## src/rtl/run_ctrl.sv

```systemverilog
// -----------------------------------------------------------------------------
// run_ctrl : run controller for the single-cycle core.
//
// Sequences one program execution per host request (four-phase req/done),
// holds the core PC in reset outside a run, arbitrates the shared data memory
// between the host (preload/readback) and the core, measures the run length
// in cycles (saturating) and optionally aborts runaway programs.
//
// Build option:
//   RUN_WDOG_EN  defined   -> watchdog aborts a run when the RUN cycle count
//                             reaches WDOG_LIMIT without a PC match
//                             (timeout is set).
//                undefined -> no watchdog, timeout is always 0.
//
// Ports:
//   clk         system clock, rising edge
//   reset       asynchronous active-low reset (forces IDLE)
//   req         host start request (level, held until done)
//   host_*      host write strobe / address / data towards data memory
//   core_*      core MemWrite / address / store data towards data memory
//   prog_ctr    core program counter
//   mem_*       muxed write enable / address / data to dat_mem
//   core_rst    active-high hold of the core PC
//   host_gnt    host owns the data memory
//   busy        run in progress (ARM or RUN)
//   done        run finished, held until req drops
//   timeout     last run ended by the watchdog
//   host_err    sticky: host write attempted while not granted
//   cycles      RUN cycles of the current/last run, saturating
// -----------------------------------------------------------------------------
module run_ctrl #(
  parameter int unsigned     D          = 12,
  parameter logic [D-1:0]    DONE_PC    = 12'd128,
  parameter int unsigned     CW         = 16,
  parameter logic [CW-1:0]   WDOG_LIMIT = 16'hFFF0
) (
  input  logic          clk,
  input  logic          reset,
  input  logic          req,
  input  logic          host_wr_en,
  input  logic [7:0]    host_addr,
  input  logic [7:0]    host_wdata,
  input  logic          core_wr_en,
  input  logic [7:0]    core_addr,
  input  logic [7:0]    core_wdata,
  input  logic [D-1:0]  prog_ctr,
  output logic          mem_wr_en,
  output logic [7:0]    mem_addr,
  output logic [7:0]    mem_wdata,
  output logic          core_rst,
  output logic          host_gnt,
  output logic          busy,
  output logic          done,
  output logic          timeout,
  output logic          host_err,
  output logic [CW-1:0] cycles
);

  typedef enum logic [1:0] {
    ST_IDLE = 2'd0,
    ST_ARM  = 2'd1,
    ST_RUN  = 2'd2,
    ST_DONE = 2'd3
  } state_t;

  state_t        state_r;
  logic [CW-1:0] cycles_r;
  logic [CW-1:0] cyc_inc_s;
  logic          timeout_r;
  logic          host_err_r;
  logic          pc_hit_s;
  logic          wdog_hit_s;

  // Saturating increment of the run-length counter.
  always_comb begin
    if (cycles_r == {CW{1'b1}}) begin
      cyc_inc_s = cycles_r;
    end else begin
      cyc_inc_s = cycles_r + {{(CW-1){1'b0}}, 1'b1};
    end
  end

  assign pc_hit_s = (prog_ctr == DONE_PC);

`ifdef RUN_WDOG_EN
  // Compare against the count this cycle will produce, so a limit of N
  // ends the run with cycles == N.
  assign wdog_hit_s = (cyc_inc_s == WDOG_LIMIT);
`else
  logic unused_wdog_s;
  assign wdog_hit_s    = 1'b0;
  assign unused_wdog_s = ^WDOG_LIMIT;
`endif

  // Status outputs are pure decodes of the state register.
  assign core_rst = (state_r != ST_RUN);
  assign host_gnt = (state_r == ST_IDLE) || (state_r == ST_DONE);
  assign busy     = (state_r == ST_ARM) || (state_r == ST_RUN);
  assign done     = (state_r == ST_DONE);
  assign timeout  = timeout_r;
  assign host_err = host_err_r;
  assign cycles   = cycles_r;

  // Data memory mux: host when granted, core only while running (ARM blocks writes).
  always_comb begin
    if (host_gnt) begin
      mem_addr  = host_addr;
      mem_wdata = host_wdata;
      mem_wr_en = host_wr_en;
    end else begin
      mem_addr  = core_addr;
      mem_wdata = core_wdata;
      mem_wr_en = (state_r == ST_RUN) ? core_wr_en : 1'b0;
    end
  end

  // Run sequencer: state, run-length counter, watchdog flag and host error flag.
  always_ff @(posedge clk or negedge reset) begin
    if (!reset) begin
      state_r    <= ST_IDLE;
      cycles_r   <= {CW{1'b0}};
      timeout_r  <= 1'b0;
      host_err_r <= 1'b0;
    end else begin
      // A dropped host write is reported even if it lands in ARM.
      if (host_wr_en && !host_gnt) begin
        host_err_r <= 1'b1;
      end else if (state_r == ST_ARM) begin
        host_err_r <= 1'b0;
      end else begin
        host_err_r <= host_err_r;
      end

      case (state_r)
        ST_IDLE: begin
          if (req) begin
            state_r <= ST_ARM;
          end else begin
            state_r <= ST_IDLE;
          end
        end
        ST_ARM: begin
          cycles_r  <= {CW{1'b0}};
          timeout_r <= 1'b0;
          state_r   <= ST_RUN;
        end
        ST_RUN: begin
          cycles_r <= cyc_inc_s;
          // PC match wins over a simultaneous watchdog hit.
          if (pc_hit_s) begin
            timeout_r <= 1'b0;
            state_r   <= ST_DONE;
          end else if (wdog_hit_s) begin
            timeout_r <= 1'b1;
            state_r   <= ST_DONE;
          end else begin
            state_r   <= ST_RUN;
          end
        end
        ST_DONE: begin
          if (!req) begin
            state_r <= ST_IDLE;
          end else begin
            state_r <= ST_DONE;
          end
        end
        default: begin
          state_r <= ST_IDLE;
        end
      endcase
    end
  end

endmodule

```

## config.mk

```make
export PLATFORM = sky130hd
export DESIGN_NAME = run_ctrl
export DESIGN_NICKNAME = d
export VERILOG_FILES = /design/src/rtl/run_ctrl.sv
export SDC_FILE = /design/constraint.sdc
export NUM_CORES = 1
export LEC_CHECK = 0
export CAP_MARGIN = 20
export CORE_AREA = 2 2 63 95
export CTS_BUF_LIST = sky130_fd_sc_hd__clkbuf_16
export CTS_CLUSTER_DIAMETER = 50
export DETAILED_ROUTE_END_ITERATION = 8
export DIE_AREA = 0 0 65 97
export PLACE_DENSITY = 0.64
export SYNTH_ARGS = -nofsm -noshare
export SYNTH_HDL_FRONTEND = slang
export SYNTH_SLANG_ARGS = --single-unit
```

## constraint.sdc

```tcl
create_clock -name clk -period 2 [get_ports clk]
set_clock_uncertainty 0.15 [all_clocks]
set_input_delay 0.3 -clock clk [delete_from_list [all_inputs] [get_ports clk]]
set_output_delay 0.3 -clock clk [all_outputs]
set_load 0.005 [all_outputs]
```

==> out/results.ini, run 1 <==
[synth]
synth-compound-area-share_pct=11.8
synthFlopType=dfrtp_1
syn-num-nets=194
muxShareOfSynthArea_pct=19.6
yosysTopAreaCellShare_pct=35.8
synthCells=140
async_flop_share_pct=100
ys_warn_count=0
synth-adder-area-share_pct=4.71
post_synth_and_or_nand_nor_area_fraction_pct=23.3
synth.distinct_cells=38
syn-cell-area_um2=1330
avgSynthCellArea_um2=9.48
synth-seq-area-share_pct=35.8
synth-seq-cells=19
synthXorXnorAreaFrac_pct=0.660
synthTopCellsByArea=dfrtp_1 36%, mux2_2 14%, mux2i_1 6.0%
yosysTopAreaCell=dfrtp_1
synth-edff-count=0
synth_top_family_by_area=simple AND/OR/NAND/NOR gates

[die]
num_rows=33
core_area_um2=5410
die_x_um=65
die-height_um=97
initial_core_util_pct=24.5
die-area_um2=6310
ios=88

[final_layout]
syn_to_final_growth_pct=96.1
nets=302
layout.cells.non_filler=317
drive_above_1_share_pct=28.7
seqCellArea_um2=475
multi_input_area_um2=890
n_antenna_cell=0
final_common_cell=clkdlybuf4s50_1
final_cell_mix=66 x clkdlybuf4s50_1, 19 x dfrtp_1, 16 x buf_4, 14 x nand2_1, 13 x mux2_4
fill_cells=509
final_util_pct=48.1

[setup_path]
cpMostUsedCell=buf_6
critPathMaxStageDelay_ns=0.38
reg2reg_depth=6
cp.arrival_ns=1.66
worst_setup_path_start_kind=flop
required_ns=1.55
worstPathCellList=inv_2 > ha_4 > buf_12 > buf_6 > mux2_4 > buf_6
crit_path_max_fanout=5
endpoint_kind=output port
crit_type=flop to output port
rrSetupSlack_ns=0.14
crit_path_top_delay_cell=dfrtp_1

[route]
wl_met3_um=354
m1WireLength_um=1550
drc=0
highest_layer=met4
avgRoutedWirePerCell_um=13.7
antenna_left=0
avgViaCountPerCell=4.79
wl_met2_um=2390
drtIter0Drc=75
firstDrtPassIters=4
routed_wl_um=4350
num_vias=1519

[sta]
drv_slew=0
worst_slack_ns=-0.109
clock.fmax_mhz=474
min_period_over_period_pct=105
finalHoldViolCount=0
grt_setup_unrepaired=yes
setup_viol=16
finalCriticalPeriod_ns=2.11

[power_and_ir_drop]
p_leak_nw=1.18
finalPower_mw=3.07
power_per_cell_area_nw_per_um2=1180
ir_drop_uv=773

[worst_hold_path]
hold_path.class=primary input to asynchronous set/reset pin

[cts]
cts_max_level=1
cts-buffers-inserted=3
clockBufferDepth=2
cts.clk_slew.worst_paths_ns=0.05
clockRootBuffer=clkbuf_16
clkSinkCount=19
cts_tree=done
insertion_delay_ns=0.25

[grt]
grt_pass1_vias=1521
grt_max_degree=20
grt.total_usage_pct=13.7
grt_overflow_total=0
antenna_found_initial=0
grt_pass1_wl_um=6870

[place]
dp.cells=304
place_congestion=0.809
pre_cts_ws_ns=-0.143
portBuffers=86
post-dp-hpwl_um=3320

[job]
drv_cap=0

[run_status]
violations=negative setup slack
status=complete, but fails checks

-- worst paths after layout --
kind	start	end
min in group clk	host_err	host_err
max	state_r[0]	mem_wdata[7]
min	reset	cycles[4]
max reg2reg	cycles[0]	cycles[0]
max in group asynchronous	reset	cycles[10]
min reg2reg	host_err	host_err
-- synthesized netlist by cell type (all sizes together) (3+ instances only) --
library cell  count
nand2            16
mux2             16
a21oi             5
nor2              8
nand4             5
and3              6
ha                5
nand3             8
o21ai             6
mux2i             8
inv               6
buf               3
a31oi             4
dfrtp            19
o22ai             4
-- metal layers --
layer	vias up	GRT usage (%)
met5	-	0
met3	4	3.26
met2	76	25.1
met4	0	5.73
met1	707	14.4
li1	732	-
-- final cells by class --
class / count / area share, %
Clock inverter: 1 / 0.144
Multi-Input combinational cell: 109 / 34.2
Sequential cell: 19 / 18.3
Clock buffer: 3 / 2.88
Timing Repair Buffer: 108 / 40.2
Inverter: 7 / 1.01
Tap cell: 70 / 3.36
-- where the power goes --
part	leakage, nW	internal, mW	switching, mW
Combinational	0.885	1.37	0.803
Sequential	0.255	0.444	0.0471
Clock	0.0423	0.266	0.146
-- cell families (layout without fill, tap and decap cells) --
family / count (synthesis) / after routing
other: 1 / 1
AND/OR/NAND/NOR: 54 / 54
buffers and inverters: 12 / 119
XOR/XNOR: 1 / 1
adder cells (fa/ha/maj): 5 / 5
flip-flops: 19 / 19
AO/OA/AOI/OAI: 24 / 24
multiplexers: 24 / 24
-- sequential cells by signal, summed over array words and instances (netlist names) --
register  cells
cycles       16
state_r       2
host_err      1
-- stage by stage --
stage          hold slack (ns)  TNS, ns  cell area [um2]
2_1_floorplan           -0.146        0             1330
3_3_place_gp             0.367    -1.43             2360
3_5_place_dp             0.367    -2.01             2360
4_1_cts                  0.250    -1.44             2490
5_1_grt                  0.256    -1.50             2600
6_report                 0.241   -0.897             2600
-- worst max-delay path: cells and delay by family (launching register included) --
kind,cells,cell delay (ns)
buffers and inverters,4,0.40
flip-flops,1,0.38
adder cells (fa/ha/maj),1,0.34
multiplexers,1,0.29
-- timing repair --
| action | CTS | global route |
|---|---|---|
| buffers inserted | 0 | 6 |
| hold buffers | 0 | 0 |
| pin swaps | 0 | 1 |
| setup endpoints to repair | 20 | 21 |
| cloned | 1 | 2 |
| gates resized for setup | 53 | 36 |
(Power assumes the default switching activity.)
==> run 2, diff against run 1 <==
--- a/config.mk
+++ b/config.mk
@@ -12,5 +12,7 @@
 export DETAILED_ROUTE_END_ITERATION = 8
 export DIE_AREA = 0 0 65 97
+export GPL_TIMING_DRIVEN = 1
 export PLACE_DENSITY = 0.64
+export SLEW_MARGIN = 20
 export SYNTH_ARGS = -nofsm -noshare
 export SYNTH_HDL_FRONTEND = slang
==> constraint.sdc (replaced) <==
create_clock -name clk -period 2 [get_ports clk]
set_clock_uncertainty 0.15 [all_clocks]
set_input_delay 0.4 -clock clk [delete_from_list [all_inputs] [get_ports clk]]
set_output_delay 0.4 -clock clk [all_outputs]
set_load 0.005 [all_outputs]
==> out/results.ini, run 2 (synthesis gave the netlist of run 1 again) <==
[run_status]
status=complete, but fails checks
violations=negative setup slack

[final_layout]
layout.cells.non_filler=317  ; unchanged
final_util_pct=49.3  ; +1.1 points
syn_to_final_growth_pct=101
largest_reg_flops=16  ; unchanged
final_cell_mix=65 x clkdlybuf4s50_1, 19 x dfrtp_1, 16 x buf_6, 15 x nand2_1, 15 x buf_4
nets=302  ; unchanged
final_common_cell=clkdlybuf4s50_1
n_antenna_cell=0  ; unchanged
drive_above_1_share_pct=30.4  ; +1.6 points

[setup_path]
endpoint_kind=output port
regToRegEndpoint=cycles[1]
cp.arrival_ns=1.65  ; about the same
reg2reg_depth=6  ; unchanged
crit_type=flop to output port
critPathMaxStageDelay_ns=0.37  ; about the same
regToRegStartpoint=cycles[1]
crit_path_top_delay_cell=dfrtp_1
worstPathCellList=inv_2 > ha_4 > buf_4 > buf_12 > mux2_2 > buf_2
rrSetupSlack_ns=0.14  ; about the same
worst_setup_path_start_kind=flop
required_ns=1.45  ; -0.10 ns
crit_path_max_fanout=5  ; unchanged

[cts]
cts-buffers-inserted=3  ; unchanged
clockBufferDepth=2  ; unchanged
cts_tree=done
clkSinkCount=19  ; unchanged
insertion_delay_ns=0.25  ; about the same
cts_max_level=1  ; unchanged
clockRootBuffer=clkbuf_16
cts.clk_slew.worst_paths_ns=0.06  ; about the same

[grt]
antenna_found_initial=0  ; unchanged
grt_pass1_wl_um=7320  ; +6.6%
grt_overflow_total=0  ; unchanged
grt_pass1_vias=1613  ; +6.0%
grt.total_usage_pct=14.5  ; +0.83 points
grt_max_degree=20  ; unchanged

[die]
core_area_um2=5410  ; unchanged
ios=88  ; unchanged
die_x_um=65  ; unchanged
initial_core_util_pct=24.5  ; unchanged
die-height_um=97  ; unchanged
num_rows=33  ; unchanged
die-area_um2=6310  ; unchanged

[power_and_ir_drop]
intPower_mw=2.23  ; +7.2%
p_seq_share_pct=15.0  ; -1.0 points
clock_power_share_pct=12.8  ; -0.6 points
power_switching_mw=1.06  ; +6.3%
ir_drop_uv=1070  ; +39%
power_per_cell_area_nw_per_um2=1230  ; +4.4%
p_comb_share_pct=72.1  ; +1.5 points
finalPower_mw=3.29  ; +6.9%
switching_share_pct=32.2  ; -0.18 points
p_leak_nw=1.20  ; +1.1%

[place]
place_congestion=0.769  ; -5.0%
dp.cells=305  ; +0.33%
portBuffers=86  ; unchanged
post-dp-hpwl_um=3310  ; -0.35%

[route]
wl_met3_um=367  ; +3.7%
routed_wl_um=4460  ; +2.5%
firstDrtPassIters=4  ; unchanged
wl_met2_um=2520  ; +5.6%
drc=0  ; unchanged
antenna_left=0  ; unchanged
avgRoutedWirePerCell_um=14.1  ; +2.5%
avgViaCountPerCell=4.80  ; +0.20%
m1WireLength_um=1520  ; -1.9%
drtIter0Drc=45  ; -40%
highest_layer=met4
num_vias=1522  ; +0.20%

[sta]
finalHoldViolCount=0  ; unchanged
clock.fmax_mhz=455  ; -4.1%
finalCriticalPeriod_ns=2.20  ; +0.0906 ns
grt_setup_unrepaired=yes
worst_slack_ns=-0.199  ; -0.0906 ns
final.setup.tns_ns=-2.93  ; -2.03 ns
drv_slew=0  ; unchanged
setup_viol=17  ; +1
min_period_over_period_pct=110  ; +4.5 points
holdWs_ns=0.334  ; +0.0930 ns

[worst_hold_path]
hold_path.class=primary input to asynchronous set/reset pin

[job]
drv_cap=0  ; unchanged

[run 2: cell count changes in the layout (fill, tap and decap cells not counted), sizes merged]
cell | before | now
buf | 26 | 41
clkbuf | 17 | 3
clkdlybuf4s50 | 66 | 65
clkinv | 1 | 2
inv | 7 | 6
[run 2: area by class of cell]
class,instances,area [um2]
Fill cell,503,2740
Timing Repair Buffer,108,1110
Multi-Input combinational cell,109,887
Sequential cell,19,475
Tap cell,70,87.6
Clock buffer,3,75.1
Inverter,7,26.3
Clock inverter,1,5.00
[run 2: per-layer routing]
| layer | global-route usage, % | up-vias |
|---|---|---|
| met3 | 3.02 | 4 |
| li1 | - | 728 |
| met5 | 0 | - |
| met2 | 28.4 | 76 |
| met1 | 14.6 | 714 |
| met4 | 4.42 | 0 |
[run 2: how the worst max path moves through the flow]
stage | depth (start not counted) | end | from
global route | 6 | mem_wdata[0] | state_r[1]
CTS | 5 | mem_wdata[5] | state_r[1]
floorplan | 5 | mem_addr[0] | state_r[1]
finish | 6 | mem_addr[5] | state_r[1]
global placement | 5 | mem_wdata[4] | state_r[0]
detailed placement | 5 | mem_wdata[1] | state_r[0]
[run 2: power groups by stage]
| stage | logic (mW) | registers, mW | clock network, mW |
|---|---|---|---|
| 4_1_cts | 2.10 | 0.494 | 0.433 |
| 6_report | 2.37 | 0.494 | 0.422 |
| 3_5_place_dp | 1.64 | 0.495 | 0 |
| 3_3_place_gp | 1.63 | 0.490 | 0 |
| 2_1_floorplan | 0.694 | 0.514 | 0 |
| 5_1_grt | 2.53 | 0.502 | 0.450 |
[run 2: timing repair]
action	4_1_cts	5_1_grt
gates cloned	3	0
hold buffers	0	0
resized for setup	99	20
endpoints found under the setup margin	21	24
pin swaps	1	2
setup buffers	3	2
[run 2: worst max-delay path, delay by kind of cell (launching register included)]
family / cells / cell delay (ns)
buffers and inverters: 4 / 0.42
flip-flops: 1 / 0.37
multiplexers: 1 / 0.32
adder cells (fa/ha/maj): 1 / 0.29
[run 2: metrics by stage]
stage / area, um2 / setup slack [ns]
6_report: 2670 / -0.199
3_5_place_dp: 2370 / -0.225
3_3_place_gp: 2370 / -0.207
2_1_floorplan: 1330 / 0.00654
5_1_grt: 2670 / -0.233
4_1_cts: 2540 / -0.210
==> run 3, diff against run 2 <==
- GPL_TIMING_DRIVEN: 1 -> 0
==> out/results.ini, run 3 (synthesis gave the netlist of run 1 again) <==
[run_status]
status=complete, but fails checks
violations=negative setup slack

[die]
die-area_um2=6310  ; unchanged
die_x_um=65  ; unchanged
initial_core_util_pct=24.5  ; unchanged
core_area_um2=5410  ; unchanged
ios=88  ; unchanged
num_rows=33  ; unchanged
die-height_um=97  ; unchanged

[sta]
tightest_slew_ns=0.878
min_period_over_period_pct=107  ; -3.1 points
finalHoldViolCount=0  ; unchanged
slew_headroom_pct=41.3
setup_viol=17  ; unchanged
finalCriticalPeriod_ns=2.14  ; -0.0627 ns
grt_setup_unrepaired=yes
worst_slack_ns=-0.137  ; +0.0627 ns
holdWs_ns=0.374  ; +0.0405 ns
drv_slew=0  ; unchanged
clock.fmax_mhz=468  ; +2.9%

[job]
drv_cap=0  ; unchanged

[power_and_ir_drop]
ir_drop_uv=695  ; -35%
p_leak_nw=1.18  ; -0.99%
power_per_cell_area_nw_per_um2=1180  ; -4.1%

[setup_path]
required_ns=1.45  ; about the same
worst_setup_path_start_kind=flop
cp.arrival_ns=1.59  ; -0.06 ns
crit_type=flop to output port
endpoint_kind=output port
crit_path_max_fanout=7  ; +2
reg2reg_depth=6  ; unchanged

[grt]
antenna_found_initial=0  ; unchanged
grt.total_usage_pct=13.6  ; -0.86 points
grt_pass1_wl_um=6760  ; -7.6%
grt_pass1_vias=1571  ; -2.6%
grt_overflow_total=0  ; unchanged
grt_max_degree=20  ; unchanged

[cts]
clockRootBuffer=clkbuf_16
cts-buffers-inserted=3  ; unchanged
cts_tree=done
holdBufCountCts=0  ; unchanged
clockBufferDepth=2  ; unchanged
insertion_delay_ns=0.25  ; about the same
clkSinkCount=19  ; unchanged
cts_max_level=1  ; unchanged
cts.clk_slew.worst_paths_ns=0.06  ; about the same

[route]
avgRoutedWirePerCell_um=13.6  ; -3.3%
drtIter0Drc=52  ; +16%
avgViaCountPerCell=4.89  ; +1.9%
drc=0  ; unchanged
routed_wl_um=4270  ; -4.2%
antenna_left=0  ; unchanged
num_vias=1536  ; +0.92%
firstDrtPassIters=4  ; unchanged

[final_layout]
nets=299  ; -0.99%
final_cell_mix=65 x clkdlybuf4s50_1, 21 x buf_6, 17 x dfrtp_1, 16 x mux2_4, 15 x nand2_1
drive_above_1_share_pct=30.7  ; +0.37 points
largest_reg_flops=16  ; unchanged
syn_to_final_growth_pct=98.8
postLayoutCellArea_um2=2640  ; -0.99%
final_common_cell=clkdlybuf4s50_1
n_antenna_cell=0  ; unchanged

[worst_hold_path]
hold_path.class=flop to flop
whs_path_depth=1

[place]
portBuffers=86  ; unchanged
place_congestion=0.774  ; +0.72%
postPlaceCellArea_um2=2280  ; -3.6%
pre_cts_ws_ns=-0.540  ; -0.315 ns
post-dp-hpwl_um=3180  ; -3.8%

-- run 3: cell count changes in the layout (fill, tap and decap cells not counted), moves of 2 or more --
cell	change
buf_16	-3
buf_2	-3
buf_4	-4
buf_6	+5
dfrtp_1	-2
dfrtp_2	+2
mux2_2	-3
mux2_4	+3
-- run 3: per-layer routing --
metal | vias to the layer above | track usage, % | part of all wire, %
met5 | - | 0 | 0
met4 | 0 | 5.89 | 2.0
met3 | 5 | 3.14 | 9.1
met2 | 89 | 26.4 | 53
met1 | 716 | 13.1 | 35
li1 | 726 | - | -
-- run 3: final timing paths --
kind,to,from,slack (ns)
setup reg to reg,cycles[1],cycles[0],0.09
hold / removal,cycles[6],cycles[6],0.37
max in group asynchronous,cycles[0],reset,0.61
setup / recovery,mem_addr[0],state_r[1],-0.14
min in group asynchronous,state_r[0],reset,0.50
hold reg to reg,cycles[6],cycles[6],0.37
-- run 3: critical path, cell delays in order (launching register included) --
cell	delay (ns)
dfrtp_1	0.37
inv_2	0.06
ha_4	0.34
buf_8	0.14
mux2_4	0.30
buf_6	0.12
-- run 3: area by class of cell --
type | count | area, um2
Sequential cell | 19 | 478
Multi-Input combinational cell | 109 | 900
Timing Repair Buffer | 101 | 1020
Clock inverter | 1 | 5.00
Clock buffer | 3 | 75.1
Inverter | 7 | 33.8
Fill cell | 513 | 2770
Tap cell | 70 | 87.6
Buffer | 4 | 41.3
-- run 3: metrics by stage --
step / util (%) / setup TNS, ns / power [mW] / instances
after CTS: 47.6 / -4.02 / 3.09 / 312
after global placement: 42.2 / -7.70 / 1.97 / 296
after detailed placement: 42.2 / -7.63 / 1.97 / 296
final: 48.8 / -2.06 / 3.12 / 314
after global routing: 48.8 / -2.99 / 3.31 / 314
after floorplan: - / 0 / 1.21 / 140
-- run 3: power by group --
group / total (mW) / switching, mW / internal (mW) / leakage (nW)
clock: 0.422 / 0.153 / 0.269 / 0.0409
sequential: 0.519 / 0.0716 / 0.448 / 0.253
combinational: 2.18 / 0.792 / 1.38 / 0.890
-- run 3: what timing repair did --
item / in CTS / in global routing
cloned: 1 / 0
buffers inserted: 11 / 4
pin swaps: 1 / 3
gates resized for setup: 114 / 22
endpoints found under the setup margin: 20 / 29
